--- config.mk ---
export PLATFORM = sky130hd
export DESIGN_NAME = csr_neighbor_fetcher
export DESIGN_NICKNAME = d
export VERILOG_FILES = /design/src/rtl/graph_pkg.sv /design/src/rtl/csr_neighbor_fetcher_fifo.sv /design/src/rtl/csr_neighbor_fetcher.sv
export SDC_FILE = /design/constraint.sdc
export NUM_CORES = 1
export LEC_CHECK = 0
export ABC_AREA = 0
export BUFFER_PORTS_ARGS = -buffer_cell sky130_fd_sc_hd__buf_2
export CORE_UTILIZATION = 28
export CTS_CLUSTER_DIAMETER = 120
export DETAILED_ROUTE_END_ITERATION = 10
export PLACE_DENSITY_LB_ADDON = 0.2
export SETUP_SLACK_MARGIN = 0.4
export SYNTH_ARGS = -nofsm -noshare
export SYNTH_HDL_FRONTEND = slang
export SYNTH_SLANG_ARGS = --single-unit
export TNS_END_PERCENT = 30
--- constraint.sdc ---
create_clock -name clk_in -period 3.99 [get_ports clk_in]
set_input_delay 0.1995 -clock clk_in [delete_from_list [all_inputs] [get_ports clk_in]]
set_output_delay 0.1995 -clock clk_in [all_outputs]
set_load 0.02 [all_outputs]
--- src/rtl/graph_pkg.sv ---
// Shared types for the graph-memory fetch path: FSM states, read-tracking slots
// and the {proc, index} address packing used on both memory ports.
package graph_pkg;

  localparam int DEFAULT_RD_LAT = 2;

  typedef enum logic [2:0] {
    IDLE, IDX_LO, IDX_HI, IDX_WAIT, STREAM, DRAIN, DONE
  } fetch_state_t;

  // One stage of a read-latency tracker: the read is live, plus a 1-bit tag
  // (HI row pointer on the index port, last beat on the edge port).
  typedef struct packed {
    logic vld;
    logic tag;
  } rd_slot_t;

  // Callers truncate to 32+PROC_BITS; proc arrives zero-extended.
  function automatic logic [63:0] pack_addr(input logic [31:0] proc, input logic [31:0] index);
    return {proc, index};
  endfunction

endpackage

--- src/rtl/csr_neighbor_fetcher_fifo.sv ---
// Synchronous FIFO with a fall-through head. A push is accepted while full
// only if a pop happens in the same cycle.
module csr_neighbor_fetcher_fifo #(
  parameter int DATA_WIDTH = 33,
  parameter int DEPTH      = 4
) (
  input  logic                           clk_in,
  input  logic                           rst_in,
  input  logic                           push,
  input  logic [DATA_WIDTH-1:0]          din,
  input  logic                           pop,
  output logic [DATA_WIDTH-1:0]          dout,
  output logic                           empty,
  output logic [$clog2(DEPTH+1)-1:0]     count
);

  localparam int AW = (DEPTH > 1) ? $clog2(DEPTH) : 1;
  localparam int CW = $clog2(DEPTH+1);

  logic [DATA_WIDTH-1:0] mem [DEPTH];
  logic [AW-1:0]         wr_ptr, rd_ptr;
  logic [CW-1:0]         cnt;
  logic                  do_push, do_pop;

  function automatic logic [AW-1:0] ptr_inc(input logic [AW-1:0] p);
    return (p == AW'(DEPTH-1)) ? '0 : p + 1'b1;
  endfunction

  assign do_pop  = pop && (cnt != '0);
  assign do_push = push && ((cnt != CW'(DEPTH)) || do_pop);

  always_ff @(posedge clk_in) begin
    if (rst_in) begin
      wr_ptr <= '0;
      rd_ptr <= '0;
      cnt    <= '0;
    end else begin
      if (do_push) wr_ptr <= ptr_inc(wr_ptr);
      if (do_pop)  rd_ptr <= ptr_inc(rd_ptr);
      cnt <= cnt + CW'(do_push) - CW'(do_pop);
    end
  end

  always_ff @(posedge clk_in) begin
    if (do_push) mem[wr_ptr] <= din;
  end

  assign dout  = mem[rd_ptr];
  assign empty = (cnt == '0);
  assign count = cnt;

endmodule

--- src/rtl/csr_neighbor_fetcher.sv ---
// Reads the CSR row pointers for one vertex, then issues credit-limited edge
// reads and streams the returned neighbour IDs out with valid/ready/last.
module csr_neighbor_fetcher
  import graph_pkg::*;
#(
  parameter int PROC_BITS  = 4,
  parameter int RD_LAT     = DEFAULT_RD_LAT,
  parameter int FIFO_DEPTH = 4
) (
  input  logic                    clk_in,
  input  logic                    rst_in,
  input  logic                    req_valid,
  output logic                    req_ready,
  input  logic [31:0]             req_vertex,
  input  logic [PROC_BITS-1:0]    req_proc,
  output logic [32+PROC_BITS-1:0] idx_addr,
  output logic                    idx_validin,
  input  logic [31:0]             rowidx_out,
  output logic [32+PROC_BITS-1:0] data_addra,
  output logic                    data_validina,
  input  logic [31:0]             data_outa,
  output logic                    nbr_valid,
  input  logic                    nbr_ready,
  output logic [31:0]             nbr_data,
  output logic                    nbr_last,
  output logic [PROC_BITS-1:0]    nbr_proc,
  output logic                    done_out,
  output logic [31:0]             deg_out,
  output logic                    err_out
);

  localparam int AW  = 32 + PROC_BITS;
  localparam int FCW = $clog2(FIFO_DEPTH+1);
  localparam int CW  = FCW + 1;

  fetch_state_t           state_q, state_d;
  logic [31:0]            v_q, beg_q, ptr_q, rem_q, deg_q;
  logic [PROC_BITS-1:0]   proc_q;
  logic                   err_q;
  rd_slot_t [RD_LAT:1]    idx_pipe, dat_pipe;
  logic [CW-1:0]          inflight_q;
  logic [FCW-1:0]         fifo_cnt;
  logic [32:0]            fifo_dout;
  logic                   fifo_empty, pop, credit_ok, idx_ret_lo, idx_ret_hi;
  logic [31:0]            deg_w;
  logic                   err_w;

  assign idx_ret_lo = idx_pipe[RD_LAT].vld && !idx_pipe[RD_LAT].tag;
  assign idx_ret_hi = idx_pipe[RD_LAT].vld &&  idx_pipe[RD_LAT].tag;
  assign err_w      = rowidx_out < beg_q;
  assign deg_w      = err_w ? 32'd0 : rowidx_out - beg_q;
  // Everything issued but not yet popped must fit in the return buffer.
  assign credit_ok  = (inflight_q + CW'(fifo_cnt)) < CW'(FIFO_DEPTH);

  assign nbr_valid = !fifo_empty;
  assign pop       = nbr_valid && nbr_ready;
  assign nbr_data  = nbr_valid ? fifo_dout[31:0] : '0;
  assign nbr_last  = nbr_valid && fifo_dout[32];
  assign nbr_proc  = proc_q;

  always_comb begin
    state_d       = state_q;
    req_ready     = 1'b0;
    idx_validin   = 1'b0;
    idx_addr      = '0;
    data_validina = 1'b0;
    data_addra    = '0;
    done_out      = 1'b0;
    deg_out       = '0;
    err_out       = 1'b0;
    case (state_q)
      IDLE: begin
        req_ready = 1'b1;
        if (req_valid) state_d = IDX_LO;
      end
      IDX_LO: begin
        idx_validin = 1'b1;
        idx_addr    = AW'(pack_addr(32'(proc_q), v_q));
        state_d     = IDX_HI;
      end
      IDX_HI: begin
        idx_validin = 1'b1;
        idx_addr    = AW'(pack_addr(32'(proc_q), v_q + 32'd1));
        state_d     = IDX_WAIT;
      end
      IDX_WAIT: begin
        if (idx_ret_hi) state_d = (deg_w == 32'd0) ? DONE : STREAM;
      end
      STREAM: begin
        if (credit_ok) begin
          data_validina = 1'b1;
          data_addra    = AW'(pack_addr(32'(proc_q), ptr_q));
          if (rem_q == 32'd1) state_d = DRAIN;
        end
      end
      DRAIN: begin
        if (pop && fifo_dout[32]) state_d = DONE;
      end
      DONE: begin
        done_out = 1'b1;
        deg_out  = deg_q;
        err_out  = err_q;
        state_d  = IDLE;
      end
      default: state_d = IDLE;
    endcase
  end

  always_ff @(posedge clk_in) begin
    if (rst_in) begin
      state_q    <= IDLE;
      v_q        <= '0;
      proc_q     <= '0;
      beg_q      <= '0;
      ptr_q      <= '0;
      rem_q      <= '0;
      deg_q      <= '0;
      err_q      <= 1'b0;
      idx_pipe   <= '0;
      dat_pipe   <= '0;
      inflight_q <= '0;
    end else begin
      state_q <= state_d;
      if (state_q == IDLE && req_valid) begin
        v_q    <= req_vertex;
        proc_q <= req_proc;
      end
      idx_pipe[1] <= rd_slot_t'{vld: idx_validin,   tag: state_q == IDX_HI};
      dat_pipe[1] <= rd_slot_t'{vld: data_validina, tag: rem_q == 32'd1};
      for (int i = 2; i <= RD_LAT; i++) begin
        idx_pipe[i] <= idx_pipe[i-1];
        dat_pipe[i] <= dat_pipe[i-1];
      end
      if (idx_ret_lo) beg_q <= rowidx_out;
      if (state_q == IDX_WAIT && idx_ret_hi) begin
        deg_q <= deg_w;
        err_q <= err_w;
        ptr_q <= beg_q;
        rem_q <= deg_w;
      end else if (data_validina) begin
        ptr_q <= ptr_q + 32'd1;
        rem_q <= rem_q - 32'd1;
      end
      inflight_q <= inflight_q + CW'(data_validina) - CW'(dat_pipe[RD_LAT].vld);
    end
  end

  csr_neighbor_fetcher_fifo #(
    .DATA_WIDTH (33),
    .DEPTH      (FIFO_DEPTH)
  ) u_fifo (
    .clk_in (clk_in),
    .rst_in (rst_in),
    .push   (dat_pipe[RD_LAT].vld),
    .din    ({dat_pipe[RD_LAT].tag, data_outa}),
    .pop    (pop),
    .dout   (fifo_dout),
    .empty  (fifo_empty),
    .count  (fifo_cnt)
  );

endmodule
==> flow_metrics.env, run 1 <==
export IMPL_status="complete, no violations"
export IMPL_start_util=0.285
export IMPL_drt_pass1_iterations=6
export IMPL_area_growth_syn_to_layout_pct=27.5
export IMPL_clock_sinks=321
export IMPL_tns_ps=0
export IMPL_design_area_mm2=0.0206
export IMPL_switching_share=0.292
export IMPL_place_congestion=0.823
export IMPL_grt_pass1_wl_um=76400
export IMPL_wire_per_inst_um=17.2
export IMPL_cp_top_family="simple AND/OR/NAND/NOR gates"
export IMPL_grt_overflow=0
export IMPL_synth_ff_type="dfxtp_1"
export IMPL_ant_nets=0
export IMPL_ff2ff_setup_slack_ps=610
export IMPL_cts_buffers=39
export IMPL_leakagePower_nw=7.85
export IMPL_p_switching_mw=2.65
export IMPL_io_buffers=250
export IMPL_arrival_ps=3220
export IMPL_die_h_um=242
export IMPL_insertion_delay_ps=550
export IMPL_post_dp_cell_area_mm2=0.0183
export IMPL_startpoint_type="flip-flop"
export IMPL_via_count=13928
export IMPL_pre_cts_ws_ps=318
export IMPL_cp_cell_sequence="ha_1 -> and3_4 -> nand2_1 -> nor2_1 -> buf_4 -> and4_1 -> and3_1 -> and3_2 -> and3_4 -> nand3_1 -> xor2_1 -> o21ai_0 -> buf_2"
export IMPL_insertedDiodeCount=0
export IMPL_utilization=0.364
export IMPL_path_buf_inv=2
export IMPL_pwr_share_seq=0.392
export IMPL_critPathSlowestCell="dfxtp_2"
export IMPL_critPathKind="flip-flop to primary output"
export IMPL_intPower_mw=6.42
export IMPL_antenna_found_initial=0
export IMPL_p_total_mw=9.07
export IMPL_drt_total_wl_um=49200
export IMPL_synth_edf_count=132
export IMPL_avgSynthCellArea_um2=9.16
export IMPL_layoutNonFillerInstCount=2869
export IMPL_hold_path_class="input port to flip-flop"
export IMPL_yosys_warnings=0
export IMPL_max_stage_delay_ps=370
export IMPL_setup_ws_ps=575
export IMPL_cts_max_level=2
export IMPL_grt_pass1_vias=13365
export IMPL_die_x_um=242
export IMPL_num_rows=87
export IMPL_synth_cell_type_count=65
export IMPL_clockBufferDepth=3
export IMPL_clk_pin_slew_worst_paths_ps=60
export IMPL_power_frac_comb=0.210
export IMPL_syn_inst=1765
export IMPL_yosys_register_bits=321
export IMPL_setup_viol=0
export IMPL_tightest_slew_ps=1280
export IMPL_period_share=0.856
export IMPL_synth_nets=1922
export IMPL_finalHoldViolations=0
export IMPL_period_minus_slack_ps=3420
export IMPL_ir_drop_mv=0.348
export IMPL_relSlewSlack=0.143
export IMPL_holdWs_ps=149
export IMPL_fill_cells=5835
export IMPL_grt_max_degree=100
export IMPL_track_usage=0.163
export IMPL_path_max_fanout=6
export IMPL_placed_cells=2702
export IMPL_finalMaxSlewViolations=0
export IMPL_pin_count=251
export IMPL_max_freq_ghz=0.293
export IMPL_cap_violations=0
export IMPL_clock_root_buffer="clkbuf_16"
export IMPL_end_kind="primary output"
export IMPL_drive_above_1_share=0.200
export IMPL_cp_required_ps=3790
export IMPL_drt_iter0_markers=803
export IMPL_powerDensity_mw_per_mm2=440
export IMPL_dp_hpwl_um=34000
export IMPL_fp_coreArea_mm2=0.0567
export IMPL_path_common_cell="and3_4"
export IMPL_p_clk_frac=0.398
export IMPL_remaining_drc_errors=0
export IMPL_cts_tree="done"
export IMPL_rsz0062_at_grt="yes"
export IMPL_num_nets_final=2244
export IMPL_synth_cell_area_mm2=0.0162
export IMPL_yosysSeqAreaShare=0.479
export IMPL_viasPerCell=4.85
export IMPL_fin_skew_ps=12.1
export IMPL_async_flop_share=0
export IMPL_dieArea_mm2=0.0587
## registers in the layout, summed over array words and instances (netlist names), named ones only
register / count
u_fifo.rd_ptr: 2
inflight_q: 4
ptr_q: 32
err_q: 1
u_fifo.mem: 132
v_q: 32
u_fifo.wr_ptr: 2
deg_q: 32
idx_pipe: 4
dat_pipe: 4
u_fifo.count: 3
state_q: 3
rem_q: 32
beg_q: 32
nbr_proc: 4
## synthesized netlist by cell type, types with 4 or more instances
cell,count,share of area
a211oi_1,22,0.010
a21o_1,15,0.0070
a21oi_1,185,0.057
a21oi_2,4,0.0022
a221oi_1,12,0.0065
a22oi_1,6,0.0028
a31o_2,4,0.0022
a31oi_1,19,0.0073
and2_1,113,0.044
and3_1,29,0.011
and4_1,4,0.0022
buf_1,9,0.0021
clkbuf_1,88,0.020
dfxtp_1,189,0.23
edfxtp_1,132,0.25
ha_1,50,0.039
inv_1,56,0.013
mux2i_1,4,0.0025
mux4_2,33,0.046
nand2_1,311,0.072
nand2b_1,9,0.0035
nand3_1,40,0.012
nand4_1,18,0.0070
nor2_1,116,0.027
nor2b_1,17,0.0066
nor3_1,26,0.0080
nor3b_1,4,0.0019
nor4_1,14,0.0054
o211ai_1,4,0.0019
o21ai_0,103,0.032
o31ai_1,6,0.0028
or2_2,8,0.0031
or3_1,11,0.0043
xnor2_1,32,0.017
xor2_1,28,0.015
## power groups by stage
stage	registers [mW]	logic (mW)	clock network [mW]
after global routing	3.57	2.08	3.84
after global placement	3.62	1.83	0
final	3.56	1.90	3.61
after detailed placement	3.63	1.85	0
after CTS	3.56	1.93	3.72
after floorplan	3.60	1.25	0
## logic make-up (layout without fill, tap and decap cells)
kind of cell	after synthesis	count (layout)	share of synthesized area
DFF	321	321	0.479
xor gates and xnor gates	60	60	0.0325
muxes	38	38	0.0491
AOI/OAI and AO/OA	409	409	0.148
buffers and inverters	155	503	0.0361
adders and majority gates	53	53	0.0424
and+or+nand+nor	729	729	0.213
## timing repair
item | CTS | global route
endpoints found under the hold margin | 196 | 0
pin swaps | 0 | 0
endpoints found under the setup margin | 7 | 21
resized for setup | 6 | 21
hold buffers | 100 | 0
buffers inserted | 0 | 0
gates cloned | 0 | 0
## metal layers
| metal | track usage | vias up | wire, um |
|---|---|---|---|
| met2 | 0.258 | 335 | 22300 |
| li1 | - | 6863 | - |
| met3 | 0.0256 | 69 | 2330 |
| met5 | 0 | - | 0 |
| met4 | 0.0577 | 0 | 1350 |
| met1 | 0.224 | 6661 | 23200 |
## cells in the final DEF, fill, tap and decap left out, types with 21 or more instances in the layout
| master | synthesis | layout |
|---|---|---|
| nand2_1 | 311 | 311 |
| buf_2 | 2 | 249 |
| a21oi_1 | 185 | 184 |
| dfxtp_1 | 189 | 182 |
| edfxtp_1 | 132 | 132 |
| nor2_1 | 116 | 115 |
| and2_1 | 113 | 112 |
| o21ai_0 | 103 | 101 |
| dlygate4sd3_1 | 0 | 100 |
| inv_1 | 56 | 55 |
| ha_1 | 50 | 50 |
| clkbuf_16 | 0 | 41 |
| nand3_1 | 40 | 40 |
| mux4_2 | 33 | 33 |
| xnor2_1 | 32 | 31 |
| xor2_1 | 28 | 28 |
| buf_4 | 0 | 28 |
| nor3_1 | 26 | 25 |
| a211oi_1 | 22 | 22 |
| and3_1 | 29 | 21 |
## final timing paths
| check | startpoint | endpoint | cells past startpoint |
|---|---|---|---|
| worst max-delay path | v_q[1] | idx_addr[30] | 13 |
| worst min-delay path | rst_in | nbr_proc[0] | 2 |
| worst max register to register | beg_q[0] | state_q[1] | 11 |
| worst min register to register | dat_pipe[1] | dat_pipe[3] | 1 |
## final cells by class
class,count,area (um^2),share of cell area
clock buffer,49,1080,0.0522
sequential,321,7760,0.376
inverter,56,210,0.0102
tap,756,946,0.0459
timing repair buffer,380,2510,0.122
multi-input combinational,1289,7920,0.384
clock inverter,18,205,0.00995
No activity file was read; power rests on OpenSTA's default activity.
==> run 2, diff against run 1 <==
--- a/config.mk
+++ b/config.mk
@@ -10,7 +10,7 @@
 export CORE_UTILIZATION = 28
 export CTS_CLUSTER_DIAMETER = 120
 export DETAILED_ROUTE_END_ITERATION = 10
-export PLACE_DENSITY_LB_ADDON = 0.2
+export PLACE_DENSITY = 0.47
 export SETUP_SLACK_MARGIN = 0.4
 export SYNTH_ARGS = -nofsm -noshare
 export SYNTH_HDL_FRONTEND = slang
==> run 2 against run 1 <==
Effect of this change:
- cell count up 0.28%
- clock power fell by 2%
- setup slack got worse by 42 ps
- non-clock buffer count rose by 7
==> flow_metrics.env, run 2 (synthesis gave the netlist of run 1 again) <==
export IMPL_period_share=0.866
export IMPL_design_area_mm2=0.0207
export IMPL_period_minus_slack_ps=3460
export IMPL_via_count=14074
export IMPL_place_congestion=0.841
export IMPL_drt_iter0_markers=725
export IMPL_arrival_ps=3930
export IMPL_drt_pass1_iterations=6
export IMPL_cap_violations=0
export IMPL_dieArea_mm2=0.0587
export IMPL_io_buffers=250
export IMPL_num_rows=87
export IMPL_post_dp_cell_area_mm2=0.0183
export IMPL_setup_viol=0
export IMPL_die_h_um=242
export IMPL_wire_per_inst_um=17.5
export IMPL_most_common_layout_cells="nand2_1, buf_2, a21oi_1"
export IMPL_insertion_delay_ps=560
export IMPL_hold_path_class="input port to flip-flop"
export IMPL_clock_sinks=321
export IMPL_end_kind="flip-flop"
export IMPL_clock_root_buffer="clkbuf_16"
export IMPL_fp_coreArea_mm2=0.0567
export IMPL_worstSetupStartpoint="rowidx_out[0]"
export IMPL_max_freq_ghz=0.289
export IMPL_worstReg2RegStart="beg_q[0]"
export IMPL_drive_above_1_share=0.201
export IMPL_cts_tree="done"
export IMPL_ant_nets=0
export IMPL_setup_ws_ps=533
export IMPL_p_total_mw=9.01
export IMPL_grt_overflow=0
export IMPL_hp_start="rst_in"
export IMPL_antenna_found_initial=0
export IMPL_grt_use_met2=0.271
export IMPL_finalMaxSlewViolations=0
export IMPL_largest_reg_flops=132
export IMPL_area_growth_syn_to_layout_pct=27.8
export IMPL_holdWs_ps=153
export IMPL_drt_total_wl_um=50200
export IMPL_leakagePower_nw=7.87
export IMPL_tns_ps=0
export IMPL_remaining_drc_errors=0
export IMPL_top_register="u_fifo.mem"
export IMPL_die_x_um=242
export IMPL_grt_pass1_vias=13724
export IMPL_layoutNonFillerInstCount=2877
export IMPL_start_util=0.285
export IMPL_utilization=0.365
export IMPL_clk_pin_slew_worst_paths_ps=60
export IMPL_path_max_fanout=3
export IMPL_tightest_slew_ps=1060
export IMPL_ir_drop_mv=0.344
export IMPL_powerDensity_mw_per_mm2=436
export IMPL_grt_util_met3=0.0238
export IMPL_dp_hpwl_um=34900
export IMPL_fin_skew_ps=21.9
export IMPL_grt_pass1_wl_um=78300
export IMPL_track_usage=0.167
export IMPL_top_usage_layer="met2"
export IMPL_relSlewSlack=0.292
export IMPL_num_nets_final=2253
export IMPL_final_common_cell="nand2_1"
export IMPL_pre_cts_ws_ps=361
export IMPL_cp_required_ps=4470
export IMPL_finalHoldViolations=0
export IMPL_placed_cells=2707
export IMPL_clockBufferDepth=3
export IMPL_pin_count=251
export IMPL_grt_max_degree=85
export IMPL_viasPerCell=4.89
export IMPL_status="complete, no violations"
export IMPL_cts_max_level=2
export IMPL_critPathKind="input port to flip-flop"
export IMPL_fill_cells=5835
export IMPL_met1_usage=0.226
export IMPL_startpoint_type="input port"
export IMPL_rsz0062_at_grt="yes"
export IMPL_cts_buffers=40
==> run 2: cell types whose count changed in the layout (fill, tap and decap cells not counted), sizes merged <==
cell / change
buf: +7
diode: +1
clkinv: -5
and2: +1
clkbuf: +6
inv: -1
clkinvlp: +1
bufinv: -2
==> run 2: cell type report <==
| type | instances | area (um^2) | area share |
|---|---|---|---|
| antenna | 1 | 2.50 | 0.000121 |
| clock buffer | 55 | 1160 | 0.0561 |
| clock inverter | 11 | 105 | 0.00508 |
| inverter | 56 | 210 | 0.0102 |
| multi-input combinational | 1290 | 7940 | 0.384 |
| sequential | 321 | 7750 | 0.375 |
| tap | 756 | 946 | 0.0458 |
| timing repair buffer | 387 | 2560 | 0.124 |
==> run 2: path summary, 6_finish.rpt <==
kind	to	slack (ps)	depth (start not counted)
setup / recovery	state_q[1]	530	15
hold / removal	inflight_q[1]	150	2
setup reg to reg	state_q[1]	530	12
hold reg to reg	idx_pipe[2]	430	1
==> run 2: power by group <==
part	internal (mW)	switching [mW]	total (mW)	leakage (nW)
Clock	2.14	1.41	3.55	0.624
Combinational	0.772	1.12	1.90	4.53
Sequential	3.48	0.0759	3.56	2.72
==> run 2: what timing repair did <==
action / CTS / global route
endpoints found under the hold margin: 196 / 0
hold buffers: 100 / 0
resized for setup: 2 / 23
gates cloned: 0 / 1
setup endpoints to repair: 3 / 32
setup buffers: 0 / 2
pin swaps: 0 / 4
==> run 2: per-layer routing <==
layer | vias up | routed length, um
met1 | 6759 | 23200
met2 | 355 | 23200
met4 | 0 | 1450
met5 | - | 0
li1 | 6883 | -
met3 | 77 | 2390
==> run 2: worst max-delay path, cell delays in order <==
cell,delay [ps]
dlygate4sd3_1,530
buf_2,110
inv_1,50
ha_1,200
fa_1,410
nand2b_4,170
a211oi_4,300
buf_4,160
o311a_1,210
o211ai_2,140
o21ai_2,200
xor2_1,100
or4_1,460
or4_1,530
o31ai_2,170
==> run 3, diff against run 2 <==
--- a/config.mk
+++ b/config.mk
@@ -5,7 +5,7 @@
 export SDC_FILE = /design/constraint.sdc
 export NUM_CORES = 1
 export LEC_CHECK = 0
-export ABC_AREA = 0
+export ABC_AREA = 1
 export BUFFER_PORTS_ARGS = -buffer_cell sky130_fd_sc_hd__buf_2
 export CORE_UTILIZATION = 28
 export CTS_CLUSTER_DIAMETER = 120
==> constraint.sdc (replaced) <==
create_clock -name clk_in -period 3.4 [get_ports clk_in]
set_input_delay 0.17 -clock clk_in [delete_from_list [all_inputs] [get_ports clk_in]]
set_output_delay 0.17 -clock clk_in [all_outputs]
set_load 0.02 [all_outputs]
==> run 3 against run 2 <==
Effect of this change:
- critical endpoint is now idx_addr[29]
- highest routed layer unchanged
- hold slack got worse by 66 ps
- critical path type is now flip-flop to primary output
- wire length increased by 25%
- via count rose by 22%
- clock skew rose by 2.5 ps
- critical path depth decreased by 3
- global-route usage is 2.1 points higher
- first-iteration DRC count rose by 72%
- largest power group unchanged
- clock-buffer cell count fell by 5
- sequential share of layout area down 3.3 points
- cell count is 26% higher
- synthesized cell count grew 38%
==> flow_metrics.env, run 3 <==
export IMPL_status="complete, no violations"
export IMPL_avgSynthCellArea_um2=7.37
export IMPL_pre_cts_ws_ps=559
export IMPL_period_share=0.890
export IMPL_layoutNonFillerInstCount=3636
export IMPL_async_flop_share=0
export IMPL_end_kind="primary output"
export IMPL_most_common_layout_cells="nand2_1, inv_1, nor2_1"
export IMPL_intPower_mw=7.72
export IMPL_leakagePower_nw=9.70
export IMPL_p_clk_frac=0.357
export IMPL_clock_sinks=321
export IMPL_hp_start="nbr_ready"
export IMPL_num_nets_final=2914
export IMPL_yosys_register_bits=321
export IMPL_clockBufferDepth=3
export IMPL_worstSetupStartpoint="v_q[2]"
export IMPL_cap_violations=0
export IMPL_fp_coreArea_mm2=0.0631
export IMPL_wire_per_inst_um=17.3
export IMPL_grt_pass1_wl_um=94700
export IMPL_tightest_slew_ps=1090
export IMPL_hold_path_class="input port to flip-flop"
export IMPL_setup_ws_ps=373
export IMPL_p_total_mw=12.0
export IMPL_design_area_mm2=0.0226
export IMPL_yosys_warnings=0
export IMPL_placed_cells=3455
export IMPL_start_util=0.283
export IMPL_worstReg2RegStart="beg_q[27]"
export IMPL_grt_pass1_vias=16508
export IMPL_top_register="u_fifo.mem"
export IMPL_ir_drop_mv=0.352
export IMPL_drt_total_wl_um=62900
export IMPL_insertion_delay_ps=580
export IMPL_ys_top_cells_by_count="nand2_1, inv_1, nor2_1, o21ai_0, a21oi_1"
export IMPL_ff2ff_setup_slack_ps=620
export IMPL_synth_nets=2584
export IMPL_cp_required_ps=3230
export IMPL_endpoint="idx_addr[29]"
export IMPL_max_freq_ghz=0.330
export IMPL_drive_above_1_share=0.157
export IMPL_remaining_drc_errors=0
export IMPL_tns_ps=0
export IMPL_critPathKind="flip-flop to primary output"
export IMPL_finalHoldViolations=0
export IMPL_grt_max_degree=74
export IMPL_reg2reg_to="state_q[1]"
export IMPL_num_rows=92
export IMPL_fill_cells=6791
export IMPL_relSlewSlack=0.271
export IMPL_syn_inst=2427
export IMPL_pin_count=251
export IMPL_ant_nets=0
export IMPL_cts_tree="done"
export IMPL_finalMaxSlewViolations=0
export IMPL_grt_overflow=0
export IMPL_die_h_um=255
export IMPL_drt_pass1_iterations=6
export IMPL_track_usage=0.189
export IMPL_viasPerCell=4.71
export IMPL_pwr_share_seq=0.360
export IMPL_io_buffers=250
export IMPL_utilization=0.359
export IMPL_rsz0062_at_grt="yes"
export IMPL_path_max_fanout=4
export IMPL_synth_top_area_share=0.222
export IMPL_startpoint_type="flip-flop"
export IMPL_setup_viol=0
export IMPL_cts_buffers=40
export IMPL_powerDensity_mw_per_mm2=528
export IMPL_holdWs_ps=87.1
export IMPL_period_minus_slack_ps=3030
export IMPL_antenna_found_initial=2
export IMPL_yosys_area_top_type="edfxtp_1"
export IMPL_synth_cell_type_count=52
export IMPL_area_growth_syn_to_layout_pct=26.6
export IMPL_synth_most_common_cell="nand2_1"
export IMPL_post_dp_cell_area_mm2=0.0201
export IMPL_final_common_cell="nand2_1"
export IMPL_dieArea_mm2=0.0649
export IMPL_switching_share=0.355
export IMPL_synth_edf_count=132
export IMPL_drt_iter0_markers=1249
export IMPL_power_frac_comb=0.283
export IMPL_cts_max_level=2
export IMPL_clock_root_buffer="clkbuf_16"
export IMPL_yosysSeqAreaShare=0.433
export IMPL_clk_pin_slew_worst_paths_ps=60
export IMPL_arrival_ps=2860
export IMPL_synthTopCellsByArea="edfxtp_1, dfxtp_1, nand2_1"
export IMPL_synth_cell_area_mm2=0.0179
export IMPL_p_switching_mw=4.25
export IMPL_fin_skew_ps=24.4
export IMPL_synth_ff_type="dfxtp_1"
export IMPL_die_x_um=255
export IMPL_largest_reg_flops=132
export IMPL_reg2regPathDepth=17
export IMPL_dp_hpwl_um=45200
export IMPL_via_count=17128
export IMPL_place_congestion=0.909
## run 3: cell types whose count changed after synthesis, sizes merged, moves of 17 or more
| cell | before | now |
|---|---|---|
| inv | 56 | 363 |
| o22ai | 0 | 25 |
| nor2 | 117 | 372 |
| and3 | 29 | 1 |
| nor2b | 17 | 0 |
| o21ai | 106 | 200 |
| xnor2 | 32 | 11 |
| and2 | 114 | 4 |
| mux4 | 33 | 0 |
| nand2 | 311 | 472 |
| a211oi | 23 | 3 |
| xor2 | 28 | 46 |
| nand3 | 40 | 101 |
## run 3: worst min path at each step
stage,end,depth (start not counted)
after floorplan,u_fifo.mem[0][0],0
after global placement,u_fifo.mem[1][19],1
after detailed placement,u_fifo.mem[1][6],1
after CTS,flip-flop,5
after global routing,flip-flop,4
final,flip-flop,5
## run 3: logic make-up after synthesis
group                    synth area share
AO/OA/AOI/OAI                       0.149
AND/OR/NAND/NOR                     0.252
XOR/XNOR                           0.0279
adder cells (fa/ha/maj)            0.0383
flip-flops                          0.433
buffers and inverters              0.0994
## run 3: critical path, cell delays in order (launching register included)
cell and delay [ps]:
dfxtp_2 360, inv_2 70, nor3_4 230, nand2_1 130, nor2_2 140, nand2_2 110, nor2_2 230, nand3_2 180
nor4_4 260, nand2_1 110, xor2_1 160, o22ai_1 110, buf_2 200
## run 3: what timing repair did
item,in CTS,in global routing
buffers inserted,0,5
pin swaps,2,9
endpoints found under the setup margin,28,50
endpoints found under the hold margin,196,0
gates cloned,0,1
hold buffers,100,0
gates resized for setup,22,19
## run 3: cell type report
type	count	area [um^2]	share of cell area
Clock buffer	50	1090	0.0481
Multi-Input combinational cell	1643	8540	0.377
Antenna cell	2	5.00	0.000221
Inverter	366	1380	0.0608
Clock inverter	23	234	0.0103
Tap cell	846	1060	0.0467
Sequential cell	321	7750	0.342
Timing Repair Buffer	385	2580	0.114
## run 3: per-layer routing
layer | GRT usage | routed length, um | vias up
met5 | 0 | 0 | -
met4 | 0.0705 | 2190 | 0
met3 | 0.0295 | 3200 | 110
met2 | 0.321 | 29800 | 450
met1 | 0.239 | 27700 | 7985
li1 | - | - | 8583
## run 3: power groups by stage
stage	registers (mW)	clock network (mW)	logic (mW)
floorplan	4.32	0	2.20
global placement	4.38	0	3.29
detailed placement	4.38	0	3.29
CTS	4.30	4.42	3.42
global route	4.33	4.56	3.77
finish	4.30	4.28	3.39
